`src/rtl/vga_sync_receiver.sv`:
```
// rtl/vga_sync_receiver.sv - recovers VGA row/col/blank and lock from incoming HS/VS
//
// Receive end of the VGA timing interface. Rebuilds the timing generator's
// tick/row counters from the incoming sync edges and judges every line and
// frame. It locks after enough good lines plus one good frame, and drops
// lock on a bad frame or on ERR_MAX consecutive bad lines.
// When aligned, row/col/blank trail the generator by exactly 2 clk_50 cycles.
//
// Ports:
//   clk_50       system clock, 2 ticks per pixel
//   rst_n        synchronous reset, active low
//   hs_in        horizontal sync, active low
//   vs_in        vertical sync, active low
//   row          recovered row, 0..V_TOTAL-1
//   col          recovered column, tick count bits [10:1]
//   blank        outside the display window or not locked
//   pixel_valid  locked and not blanked
//   locked       receiver is in LOCKED
//   h_err_count  bad lines seen while locked, saturating
//   v_err_count  bad frames seen while locked, saturating

module vga_sync_receiver #(
    parameter int H_TOTAL      = 1600,
    parameter int H_DISP       = 1280,
    parameter int H_SYNC_START = 1312,
    parameter int H_SYNC_W     = 192,
    parameter int V_TOTAL      = 521,
    parameter int V_DISP       = 480,
    parameter int V_SYNC_START = 490,
    parameter int LOCK_LINES   = 4,
    parameter int ERR_MAX      = 3
) (
    input  logic       clk_50,
    input  logic       rst_n,
    input  logic       hs_in,
    input  logic       vs_in,
    output logic [9:0] row,
    output logic [9:0] col,
    output logic       blank,
    output logic       pixel_valid,
    output logic       locked,
    output logic [7:0] h_err_count,
    output logic [7:0] v_err_count
);

    localparam logic [10:0] H_LAST      = 11'(H_TOTAL - 1);
    localparam logic [10:0] H_TOTAL_C   = 11'(H_TOTAL);
    localparam logic [10:0] H_DISP_LAST = 11'(H_DISP - 1);
    localparam logic [10:0] H_SYNC_LD   = 11'(H_SYNC_START + 1);
    localparam logic [7:0]  H_SYNC_W_C  = 8'(H_SYNC_W);
    localparam logic [9:0]  V_LAST      = 10'(V_TOTAL - 1);
    localparam logic [9:0]  V_TOTAL_C   = 10'(V_TOTAL);
    localparam logic [9:0]  V_DISP_LAST = 10'(V_DISP - 1);
    localparam logic [9:0]  V_SYNC_LD   = 10'(V_SYNC_START);
    localparam logic [3:0]  LOCK_LAST   = 4'(LOCK_LINES - 1);
    localparam logic [3:0]  ERR_LAST    = 4'(ERR_MAX - 1);

    typedef enum logic [1:0] {
        SEARCH = 2'd0,
        ALIGN  = 2'd1,
        LOCKED = 2'd2
    } state_t;

    state_t      state, state_next;
    logic        hs_s1, hs_s2, hs_s3;
    logic        vs_s1, vs_s2, vs_s3;
    logic        hs_fall, vs_fall;
    logic [10:0] tick;
    logic [10:0] period;
    logic [7:0]  low_w;
    logic [9:0]  frame_cnt;
    logic [3:0]  vs_low_hs;
    logic        line_ref;
    logic [3:0]  good_cnt, good_next;
    logic [3:0]  bad_cnt, bad_next;
    logic        armed, armed_next;
    logic        line_judge, line_good, frame_good;
    logic        h_inc, v_inc;
    logic        enter_search;

    assign hs_fall = ~hs_s2 & hs_s3;
    assign vs_fall = ~vs_s2 & vs_s3;

    // At an HS edge, period holds the edge-to-edge distance and low_w still
    // holds the width of the pulse that started at the previous edge.
    assign line_judge = hs_fall & line_ref;
    assign line_good  = (period == H_TOTAL_C) && (low_w == H_SYNC_W_C);
    // An HS edge coincident with a VS edge is counted in the new frame.
    assign frame_good = (frame_cnt == V_TOTAL_C) && (vs_low_hs == 4'd2);

    assign col         = tick[10:1];
    assign locked      = (state == LOCKED);
    assign blank       = (tick > H_DISP_LAST) | (row > V_DISP_LAST) | ~locked;
    assign pixel_valid = locked & ~blank;

    always_comb begin
        state_next = state;
        good_next  = good_cnt;
        bad_next   = bad_cnt;
        armed_next = armed;
        h_inc      = 1'b0;
        v_inc      = 1'b0;
        case (state)
            SEARCH: begin
                if (line_judge) begin
                    if (!line_good) begin
                        good_next = 4'd0;
                    end else if (good_cnt == LOCK_LAST) begin
                        state_next = ALIGN;
                        good_next  = 4'd0;
                        armed_next = 1'b0;
                    end else begin
                        good_next = good_cnt + 4'd1;
                    end
                end
            end
            ALIGN: begin
                // Line judgement takes priority over the frame judgement.
                if (line_judge && !line_good) begin
                    state_next = SEARCH;
                end else if (vs_fall) begin
                    if (!armed) begin
                        armed_next = 1'b1;
                    end else begin
                        state_next = frame_good ? LOCKED : SEARCH;
                    end
                end
            end
            LOCKED: begin
                if (line_judge) begin
                    if (line_good) begin
                        bad_next = 4'd0;
                    end else begin
                        h_inc    = 1'b1;
                        bad_next = bad_cnt + 4'd1;
                        if (bad_cnt == ERR_LAST) begin
                            state_next = SEARCH;
                        end
                    end
                end
                if (vs_fall && !frame_good) begin
                    v_inc      = 1'b1;
                    state_next = SEARCH;
                end
            end
            default: state_next = SEARCH;
        endcase
        enter_search = (state_next == SEARCH) && (state != SEARCH);
        if (enter_search) begin
            good_next = 4'd0;
            bad_next  = 4'd0;
        end
    end

    always_ff @(posedge clk_50) begin
        if (!rst_n) begin
            state       <= SEARCH;
            hs_s1       <= 1'b1;
            hs_s2       <= 1'b1;
            hs_s3       <= 1'b1;
            vs_s1       <= 1'b1;
            vs_s2       <= 1'b1;
            vs_s3       <= 1'b1;
            tick        <= 11'd0;
            row         <= 10'd0;
            period      <= 11'd0;
            low_w       <= 8'd0;
            frame_cnt   <= 10'd0;
            vs_low_hs   <= 4'd0;
            line_ref    <= 1'b0;
            good_cnt    <= 4'd0;
            bad_cnt     <= 4'd0;
            armed       <= 1'b0;
            h_err_count <= 8'd0;
            v_err_count <= 8'd0;
        end else begin
            state    <= state_next;
            good_cnt <= good_next;
            bad_cnt  <= bad_next;
            armed    <= armed_next;

            hs_s1 <= hs_in;
            hs_s2 <= hs_s1;
            hs_s3 <= hs_s2;
            vs_s1 <= vs_in;
            vs_s2 <= vs_s1;
            vs_s3 <= vs_s2;

            // The edge flag arrives 2 cycles after the generator's sync edge,
            // so loading H_SYNC_START+1 leaves tick exactly 2 cycles behind.
            if (hs_fall) begin
                tick <= H_SYNC_LD;
            end else if (tick == H_LAST) begin
                tick <= 11'd0;
            end else begin
                tick <= tick + 11'd1;
            end

            if (vs_fall) begin
                row <= V_SYNC_LD;
            end else if (tick == H_LAST) begin
                row <= (row == V_LAST) ? 10'd0 : row + 10'd1;
            end

            if (hs_fall) begin
                period <= 11'd1;
            end else if (period != 11'h7FF) begin
                period <= period + 11'd1;
            end

            if (!hs_s2) begin
                if (hs_s3) begin
                    low_w <= 8'd1;
                end else if (low_w != 8'hFF) begin
                    low_w <= low_w + 8'd1;
                end
            end

            if (vs_fall) begin
                frame_cnt <= {9'd0, hs_fall};
            end else if (hs_fall && frame_cnt != 10'h3FF) begin
                frame_cnt <= frame_cnt + 10'd1;
            end

            if (vs_fall) begin
                vs_low_hs <= {3'd0, hs_fall};
            end else if (hs_fall && !vs_s2 && vs_low_hs != 4'hF) begin
                vs_low_hs <= vs_low_hs + 4'd1;
            end

            // The first HS edge after entering SEARCH only sets the reference.
            if (enter_search) begin
                line_ref <= 1'b0;
            end else if (hs_fall) begin
                line_ref <= 1'b1;
            end

            if (h_inc && h_err_count != 8'hFF) begin
                h_err_count <= h_err_count + 8'd1;
            end
            if (v_inc && v_err_count != 8'hFF) begin
                v_err_count <= v_err_count + 8'd1;
            end
        end
    end

endmodule

```
`config.mk`:
```
export PLATFORM = sky130hd
export DESIGN_NAME = vga_sync_receiver
export DESIGN_NICKNAME = d
export VERILOG_FILES = /design/src/rtl/vga_sync_receiver.sv
export SDC_FILE = /design/constraint.sdc
export NUM_CORES = 1
export LEC_CHECK = 0
export ABC_AREA = 1
export CAP_MARGIN = 40
export CORE_ASPECT_RATIO = 1.4
export CORE_MARGIN = 2
export CORE_UTILIZATION = 50
export DETAILED_ROUTE_END_ITERATION = 8
export DONT_BUFFER_PORTS = 1
export PLACE_DENSITY_LB_ADDON = 0.12
export SYNTH_ARGS = -nofsm -noshare
export SYNTH_HDL_FRONTEND = slang
export SYNTH_SLANG_ARGS = --single-unit
```
`constraint.sdc`:
```
create_clock -name clk_50 -period 2 [get_ports clk_50]
set_input_delay 0.4 -clock clk_50 [delete_from_list [all_inputs] [get_ports clk_50]]
set_output_delay 0.4 -clock clk_50 [all_outputs]
set_load 0.01 [all_outputs]
```
# [After elaboration in Yosys (flattened, before gate mapping)]
# Index checks and enable logic that the tools add are counted.
[totals] regBits=88 inputBits=4 elab_cells=137 out_inout_bits=39
[op_classes] bitwise=11 reduce_logical=30 n_addsub=10 magnitude_cmp=2 eq_ne=21 muxes=39
[op_table] op="adder 8 x 1 -> 8 bit (second input constant)" n=3
[op_table] op="!= test 8 bit (second input constant)" n=3
[op_table] op="adder 11 x 1 -> 11 bit (second input constant)" n=2
[op_table] op="equality test 11 bit (second input constant)" n=2
[op_table] op="two-way mux 11 bit" n=2
[op_table] op="two-way mux 2 bit" n=11
[op_table] op="adder 10 x 1 -> 10 bit (second input constant)" n=2
[op_table] op="equality test 10 bit (second input constant)" n=2
[op_table] op="two-way mux 9 bit" n=2
[op_table] op="two-way mux 1 bit" n=16
[op_table] op="two-way mux 8 bit" n=2
[op_table] op="nonzero test 2 bit" n=7
[op_table] op="adder 4 x 1 -> 4 bit (second input constant)" n=3
[op_table] op="equality test 4 x 2 -> 1 bit (second input constant)" n=3
[op_table] op="two-way mux 4 bit" n=3
[op_table] op="greater-than comparator 11 bit (second input constant)" n=1
[op_table] op="!= test 11 bit (second input constant)" n=1
[op_table] op="greater-than comparator 10 x 9 -> 1 bit (second input constant)" n=1
[op_table] op="logical AND 1 bit" n=10
[op_table] op="two-way mux 10 bit" n=1
[op_table] op="!= test 10 bit (second input constant)" n=1
[op_table] op="!= test 2 bit (second input constant)" n=5
[op_table] op="equality test 8 bit (second input constant)" n=1
[op_table] op="one-hot mux 2 bit (3 select lines)" n=1
[op_table] op="13 further kinds" n=28

# [Logic depth before layout (Yosys ltp)]
# Gate-level depths: netlist (run 1).
[logic_depth] ltp_word=10 mapped_depth=13 ltp_nobuf=13

# [Worst setup path before layout (run 1)]
# Ideal clock, no wire load.
[synth_path] path_type="reg-to-output" start="register state[1]" end="output blank" arrival_ns=1.222 stages_incl_launch_ff=8 n_path_buf=0 t_required_ns=1.600 slack_ns=0.378 path_cell_list="dfxtp_1 inv_1 nor2_2 inv_1 a211oi_1 inv_1 nor2_1 inv_1"
[synth_between] elab_chain_len=3
[synth_lines] element="start, declared" line_no="64" text="state_t state, state_next;"
[synth_lines] element="start signal, assigned" line_no="177" text="state <= state_next;"
[synth_lines] element="equality test 2 bit" line_no="92" text="assign locked = (state == LOCKED);"
[synth_lines] element="named net locked" line_no="41" text="output logic locked,"
[synth_lines] element="inverter 1 bit" line_no="93" text="assign blank = (tick > H_DISP_LAST) | (row > V_DISP_LAST) | ~locked;"
[synth_lines] element="OR 1 bit" line_no="93"
[synth_lines] element="end, declared" line_no="39" text="output logic blank,"
# The timed path passes the listed nets, and every way through them passes these cells.

# [Worst setup path in the final report (run 1)]
[layout_path] start="register tick[1]" end="output pixel_valid"
[layout_between] elab_chain_len=5
[layout_lines] element="start, declared" line_no="68" text="logic [10:0] tick;"
[layout_lines] element="start signal, assigned" line_no="196" text="tick <= tick + 11'd1;"
[layout_lines] element="greater-than comparator 11 bit" line_no="93"
[layout_lines] element="OR 1 bit (2 in a row)" line_no="93"
[layout_lines] element="inverter 1 bit" line_no="94" text="assign pixel_valid = locked & ~blank;"
[layout_lines] element="AND 1 bit" line_no="94"
[layout_lines] element="end, declared" line_no="40" text="output logic pixel_valid,"
# No other way between the ends.

==> results by stage, run 1 <==
Run status:
- The flow ran to the end, but the final reports show violations.
- The checks that failed: setup timing.

Die:
- The core footprint is 9030 um^2.
- The row count is 41.
- The x dimension of the die is 85.4 um.
- The die area is 10,100 um^2.
- The die height is 118 um.
- 43 I/O pins were placed.
- The effective utilization at floorplan is 51.3%.

Placed design:
- Once placement finished, the instance area stood at 4750 um^2.
- The detailed-placement wirelength estimate is 7460 um.
- The number of I/O port buffers is 0.
- The weighted congestion reported at the end of routability-driven placement is 0.841.

STA:
- The relative max-transition margin is 68.7%.
- The final-report hold violation count is 0.
- Derived from the worst setup path, the maximum achievable clock frequency is 500 MHz.
- The slew of the pin with the lowest slew margin is 0.469 ns.
- The count of pins over their slew limit is 0.
- Setup violations remaining at the end of the flow were counted as 1.
- Setup repair after global routing could not meet its margin everywhere.
- Across all setup checks in the final design, the least slack found is -0.00155 ns.
- The setup clock skew after layout is 0.00682 ns.
- The post-route minimum period is 2.00 ns.
- The share of the clock period used by the worst path after layout is 100%.

Detailed routing:
- Detailed routing inserted a total of 4,120 vias.
- The first detailed-routing pass took 4 iterations.
- The number of nets still failing antenna checks after routing is 0.
- The post-detailed-routing wire length is 10,300 um.
- In the final routed layout, each cell accounts on average for 13.2 um.
- The detailed router finished its first iteration with 149 violations.
- In the routed layout, each cell is associated on average with a via count of 5.30.
- For this run, design rule violations remaining after detail routing come to 0.

Layout:
- The area growth from synthesis to final layout is 10.7%.
- Fill cells in the final layout number 868.
- Cells fill 56.8% of the core in the end.
- The number of antenna cells inserted is 0.
- The cell area after layout is 5130 um^2.
- The ratio of cells with drive above 1 in the final layout is 12.7%.
- The post-layout net count is 685.
- In the final layout, flip-flops and latches occupy 1780 um^2.
- The leading cell type in the layout, fill and taps excluded is sky130_fd_sc_hd__nand2_1.
- The multi-input combinational cells in the finished layout cover a total of 2450 um^2.
- The library cells used most frequently in the layout, excluding fill and tap cells, are sky130_fd_sc_hd__nand2_1, sky130_fd_sc_hd__inv_1, sky130_fd_sc_hd__dfxtp_1, sky130_fd_sc_hd__a21oi_1, sky130_fd_sc_hd__nor2_1.

Setup path:
- The data required time at the worst endpoint is 1.60 ns.
- Along the worst path, the maximum fanout reaches 3.
- The type of element launching the critical path is a flip-flop.
- In this design, the stage delay of the slowest critical-path cell is 0.37 ns.
- The critical path goes through nand2_2, nor2_4, nand3_2, nor2_4, nand2_1, a31oi_1, nor2_1, buf_4.
- The nature of the critical path endpoint is a primary output.
- The cell with the biggest individual delay on the critical path is sky130_fd_sc_hd__dfxtp_4.
- The arrival time reported for the critical path endpoint is 1.60 ns.
- Counting stages on the worst path, the most repeated cell is sky130_fd_sc_hd__nor2_4.
- The classification of the worst setup path is reg -> out.

Synthesis:
- The biggest area contributor in the post-synthesis netlist is sky130_fd_sc_hd__dfxtp_1.
- The number of library cell types mapped by synthesis is 39.
- The flop and latch count out of synthesis is 88.
- Summing every instance area after synthesis gives 4630 um^2.
- The number of nets handed over by synthesis was 675.
- The synthesized-area fraction occupied by ao, oa, aoi and oai cells is 12.7%.
- The share of the synthesized area in the top cell type is 38.0%.
- Measured against the total synthesized area, the mux share comes to 0%.
- The warning count from the yosys run is 0.
- The synthesized netlist devotes 30.8% of its cell area to simple gates.
- By area, the combinational part of the netlist is dominated by simple AND/OR/NAND/NOR gates.
- Synthesis produced a netlist whose cell count is 655.
- Of the total synthesized cell area, the portion taken by full adders, half adders and majority gates is 4.32%.
- The fraction of the yosys area taken by sequential cells is 38.0%.
- By area the synthesized netlist is led by sky130_fd_sc_hd__dfxtp_1, sky130_fd_sc_hd__nand2_1, sky130_fd_sc_hd__a21oi_1, sky130_fd_sc_hd__inv_1, sky130_fd_sc_hd__nand3_1.
- The post-synthesis share of cell area spent on xor and xnor gates is 4.16%.
- A synthesized cell averages 7.07 um^2.

Global routing:
- The overall fraction of global-route tracks in use is 21.0%.
- Global routing finished with a remaining overflow of 0.
- The number of antenna violations at the first check in global routing is 0.
- The number of global-route vias before repair came to 3,982.
- The global-route wire length before repair is 17,300 um.
- The pin count of the biggest net entering global routing is 30.

Clocking:
- After clock tree synthesis, the clock-pin slew on the worst setup and hold paths is 0.06 ns.
- The total of hold buffers inserted after clock tree synthesis is 0.
- TritonCTS built the clock tree.
- The maximum root-to-sink buffer count is 2.
- The source-to-sink clock delay at the later pin of the worst-skew pair is 0.33 ns.
- The clock tree synthesis step divided the H-tree into 3 levels.
- Clock tree synthesis selected as its root buffer the cell sky130_fd_sc_hd__clkbuf_16.
- CTS saw 88 sinks.
- The total CTS buffers is 9.

Flow run:
- The max capacitance violation total is 0.

Power:
- The overall power is 3.66 mW.
- Power spread over the standard cell area amounts to 713 nW/um^2.
- The worst-case IR drop observed on VDD is 0.000454 V.
- The total leakage power is 2.15 nW.

Min path:
- In this run the worst hold path is classified as in -> reg.
-- logic make-up (layout without fill, tap and decap cells) --
group	Yosys count	count (layout)
and+or+nand+nor	307	307
AOI/OAI and AO/OA	111	111
buffers and inverters	111	126
DFF	88	88
xor gates and xnor gates	22	22
adders and majority gates	16	16
-- registers in the layout, summed over array words and instances (netlist names), 8 cells and up --
| name | flops |
|---|---|
| h_err_count | 8 |
| v_err_count | 8 |
| row | 10 |
| low_w | 8 |
| frame_cnt | 10 |
| period | 11 |
| tick | 11 |
-- per-layer routing --
layer / track usage [%] / part of all wire (%) / up-vias
met4: 11.2 / 2.8 / 0
met3: 5.12 / 4.6 / 22
met5: 0 / 0 / -
met1: 22.9 / 41 / 1887
li1: - / - / 2130
met2: 36.7 / 51 / 81
-- power by group --
group	leakage [nW]	switching [mW]	internal, mW
Combinational	1.28	0.0940	0.0487
Clock	0.150	0.662	1.03
Sequential	0.716	0.0409	1.78
Total	2.15	0.796	2.86
-- synth_stat cells --
cell type                    n
sky130_fd_sc_hd__or2_2       8
sky130_fd_sc_hd__o21ai_1     4
sky130_fd_sc_hd__nand2_1   126
sky130_fd_sc_hd__nor3_2      1
sky130_fd_sc_hd__nand4_1     8
sky130_fd_sc_hd__nor2_1     65
sky130_fd_sc_hd__ha_1       16
sky130_fd_sc_hd__a21oi_2     1
sky130_fd_sc_hd__nor3b_1     2
sky130_fd_sc_hd__a211oi_1    2
sky130_fd_sc_hd__xnor2_1     6
sky130_fd_sc_hd__clkinv_2    2
sky130_fd_sc_hd__inv_1      88
sky130_fd_sc_hd__nor3_4      1
sky130_fd_sc_hd__dfxtp_1    88
sky130_fd_sc_hd__nand3_1    55
sky130_fd_sc_hd__nor4_1      1
sky130_fd_sc_hd__o21ai_2     1
sky130_fd_sc_hd__nand4_2     1
sky130_fd_sc_hd__a21oi_1    69
sky130_fd_sc_hd__buf_4      10
sky130_fd_sc_hd__nor3_1     15
sky130_fd_sc_hd__a31o_2      1
sky130_fd_sc_hd__clkbuf_1    4
sky130_fd_sc_hd__nor2_2      6
sky130_fd_sc_hd__inv_4       2
sky130_fd_sc_hd__inv_2       4
sky130_fd_sc_hd__nand2_4     2
sky130_fd_sc_hd__a22oi_1     1
sky130_fd_sc_hd__nand3b_1    1
sky130_fd_sc_hd__a31oi_2     1
sky130_fd_sc_hd__nand3_2     1
sky130_fd_sc_hd__a31oi_1     6
sky130_fd_sc_hd__nor2_4      4
sky130_fd_sc_hd__nand2_2     9
sky130_fd_sc_hd__o21ai_0    25
sky130_fd_sc_hd__xor2_1     16
sky130_fd_sc_hd__nor2_8      1
sky130_fd_sc_hd__buf_2       1
-- worst paths after layout --
kind / to / slack [ns] / cells past startpoint / start
max: pixel_valid / -0.002 / 8 / tick[1]
min: vs_s3 / 0.14 / 1 / rst_n
max reg2reg: frame_cnt[8] / 0.23 / 9 / frame_cnt[0]
min reg2reg: vs_s2 / 0.41 / 1 / vs_s1
-- critical path, delay by kind of cell (launching register included) --
family	cells	cell delay, ns
buffers and inverters	1	0.14
AO/OA/AOI/OAI	1	0.16
AND/OR/NAND/NOR	6	0.59
flip-flops	1	0.37
-- cell type report --
cell class	instances	share of cell area (%)
multi-input combinational	456	47.7
timing repair buffer	14	2.05
inverter	96	7.17
tap	107	2.61
clock inverter	3	0.780
sequential	88	34.7
clock buffer	13	5.07
-- stage by stage --
step | setup TNS, ns | worst slack [ns] | hold slack, ns | cells
after floorplan | 0 | 0.378 | 0.393 | 655
after global placement | 0 | 0.251 | 0.403 | 758
after detailed placement | 0 | 0.239 | 0.402 | 758
after CTS | 0 | 0.00545 | 0.121 | 774
after global routing | -0.206 | -0.123 | 0.136 | 777
final | -0.00155 | -0.00155 | 0.142 | 777
-- repair_timing --
action,4_1_cts,5_1_grt
buffers inserted,0,3
pin swaps,0,7
gates resized for setup,9,10
endpoints found under the setup margin,2,2
No activity file was read; power rests on OpenSTA's default activity.
==> run 2, diff against run 1 <==
PLACE_DENSITY_LB_ADDON = unset   (was 0.12)
==> results by stage, run 2 (synthesized netlist as in run 1, its figures left out) <==
STA:
- The share of the clock period used by the worst path after layout is 97.4%.
- Setup violations remaining at the end of the flow were counted as 0.
- The maximum operating frequency is 513 MHz.
- The final-report hold violation count is 0.
- The slew of the pin with the lowest slew margin is 0.429 ns.
- The setup clock skew after layout is 0.00611 ns.
- The post-route minimum period is 1.95 ns.
- After routing, the total negative slack on setup checks comes to 0 ns.
- Setup repair after global routing could not meet its margin everywhere.
- The count of pins over their slew limit was 0.
- The relative max-transition margin is 71.4%.

Layout:
- The post-route core utilization is 57.1%.
- The leading cell type in the layout, fill and taps excluded is sky130_fd_sc_hd__nand2_1.
- In the layout the commonest cells are sky130_fd_sc_hd__nand2_1, sky130_fd_sc_hd__inv_1, sky130_fd_sc_hd__dfxtp_1, sky130_fd_sc_hd__a21oi_1, sky130_fd_sc_hd__nor2_1.
- The ratio of cells with drive above 1 in the final layout is 13.1%.
- After the last flow step, the layout net total stands at 685.
- The number of antenna cells inserted is 0.
- From synthesis to final layout, the design area changed by 11.2%.
- The largest registers in the layout are period (11), tick (11).
- The cell area after layout is 5150 um^2.

Clocking:
- The number of clock sinks is 88.
- The total CTS buffers is 9.
- The source-to-sink clock delay at the later pin of the worst-skew pair is 0.34 ns.
- The clock root buffer is sky130_fd_sc_hd__clkbuf_16.
- No sink is reached through more buffers than the 2 on the longest clock path.
- The H-tree depth is 3.
- After clock tree synthesis, the clock-pin slew on the worst setup and hold paths is 0.06 ns.
- For this design, the CTS-stage hold fixing added 0 buffers.
- TritonCTS built the clock tree.

Detailed routing:
- In the final routed layout, each cell accounts on average for 13.5 um.
- The number of DRC violations after detailed routing is 0.
- The DRC violation total after the first TritonRoute iteration is 175.
- For this block, the via count after detailed routing is 4,114.
- The post-detailed-routing wire length is 10,500 um.
- The ratio of routed vias to standard cells is 5.29.
- For this run, the detailed router's first-pass iteration total came to 4.
- The detail route stage leaves a number of antenna-violating nets equal to 0.

Power:
- In this run the static leakage power is 2.16 nW.
- The share of total power in the clock network is 47.9%.
- Per report_power, the sequential group accounts for 48.1% of the total.
- Of the total power, combinational logic draws 4.0%.
- In this run the power spent charging and discharging nets is 824 uW.
- VDD sags by at most 0.000582 V.
- The switching part of the total power is 21.8%.
- The internal power component is 2.95 mW.
- The cell area power density is 734 nW/um^2.

Placed design:
- The number of I/O port buffers is 0.
- The placed instance area is 4760 um^2.
- The weighted congestion reported at the end of routability-driven placement is 0.852.
- The detailed-placement wirelength estimate is 7740 um.

Die:
- The die covers 10,100 um^2.
- The die height is 118 um.
- The core footprint is 9030 um^2.
- In this run the horizontal extent of the chip is 85.4 um.
- The row count is 41.
- The effective utilization at floorplan is 51.3%.
- The number of I/O pins is 43.

Setup path:
- Counting buffers and inverters, the worst setup path is 8 cells deep.
- The family with the most delay on the worst path is simple AND/OR/NAND/NOR gates.
- Along the worst path, the maximum fanout reaches 5.
- For the worst flop-to-flop path, the logic depth is 10.
- The endpoint identified for the worst register-to-register timing path is v_err_count[2].
- The worst setup path is launched from a flip-flop.
- At the worst endpoint, the arrival time is 1.55 ns.
- The maximum cell stage delay along the critical path is 0.39 ns.
- The classification of the worst setup path is reg -> out.
- Data on the critical path is required at its endpoint by 1.60 ns.
- The reg-to-reg critical path startpoint is vs_low_hs[0].
- The minimum setup slack among reg-to-reg paths is 0.22 ns.
- Together, buffers and inverters on the worst path number 1.
- In this design, the critical path's most frequently occurring cell is sky130_fd_sc_hd__nor2_4.
- The slowest stage of the critical path belongs to the cell sky130_fd_sc_hd__dfxtp_4.
- The worst setup path is captured at a primary output.
- The signal on the critical path passes through nand2_4, nor2_4, nand3_2, nor2_4, nand2_1, a31oi_1, nor2_1, buf_4.

Min path:
- Counting instances, the worst hold path has a depth of 1.
- The path class of the lowest-slack min-delay path is in -> reg.
- The worst-case hold path end point is hs_s3.
- The startpoint identified for the worst hold timing path is rst_n.

Global routing:
- The number of antenna violations at the first check in global routing came to 0.
- Global routing used 21.7% of the available tracks across all layers.
- The global route total overflow is 0.
- Entering global routing, the biggest net connects 25 pins.
- The first global-routing pass estimated 17,700 um of wire.
- The number of global-route vias before repair came to 3,924.

Run status:
- The flow ran to the end, and the final reports show no timing, DRC or antenna violations.

Flow run:
- The max capacitance violation total is 0.
[run 2: cell count changes in the layout (fill, tap and decap cells not counted), sizes merged]
cell      before  now
clkbuf        13   10
clkinvlp       0    1
clkinv         4    5
bufinv         1    2
[run 2: worst max path at each step]
stage / startpoint / to / slack [ns]
after floorplan: state[1] / blank / 0.38
after global placement: tick[4] / pixel_valid / 0.27
after detailed placement: tick[4] / pixel_valid / 0.24
after CTS: tick[3] / pixel_valid / 0.005
after global routing: tick[4] / pixel_valid / -0.06
final: tick[4] / pixel_valid / 0.05
[run 2: stage by stage]
stage	hold WS, ns	cells	power, mW	setup WS (ns)
finish	0.138	777	3.78	0.0513
floorplan	0.393	655	1.97	0.378
global route	0.122	777	3.92	-0.0564
detailed placement	0.405	759	2.01	0.238
global placement	0.407	759	2.01	0.272
CTS	0.117	776	3.83	0.00509
[run 2: cell type report]
cell class | count | area, um^2
multi-input cells | 456 | 2440
flip-flops and latches | 88 | 1780
clock buffers | 10 | 239
clock inverters | 6 | 82.6
repair buffers | 14 | 109
well taps | 107 | 134
fillers | 883 | 3880
inverters | 96 | 368
[run 2: per-layer routing]
metal	track usage (%)	routed length (um)	up-vias
met4	12.1	336	0
li1	-	-	2126
met5	0	0	-
met1	24.0	4280	1876
met2	38.3	5360	89
met3	3.65	478	23
[run 2: repair_timing]
item	in CTS	in global routing
endpoints found under the setup margin	2	2
gates resized for setup	9	11
pin swaps	1	3
buffers inserted	1	1
[run 2: power by group through the flow]
stage / combinational (mW) / clock, mW / sequential, mW
after floorplan: 0.121 / 0 / 1.85
after global placement: 0.148 / 0 / 1.86
after detailed placement: 0.151 / 0 / 1.86
after CTS: 0.152 / 1.86 / 1.82
after global routing: 0.174 / 1.92 / 1.82
final: 0.151 / 1.81 / 1.82
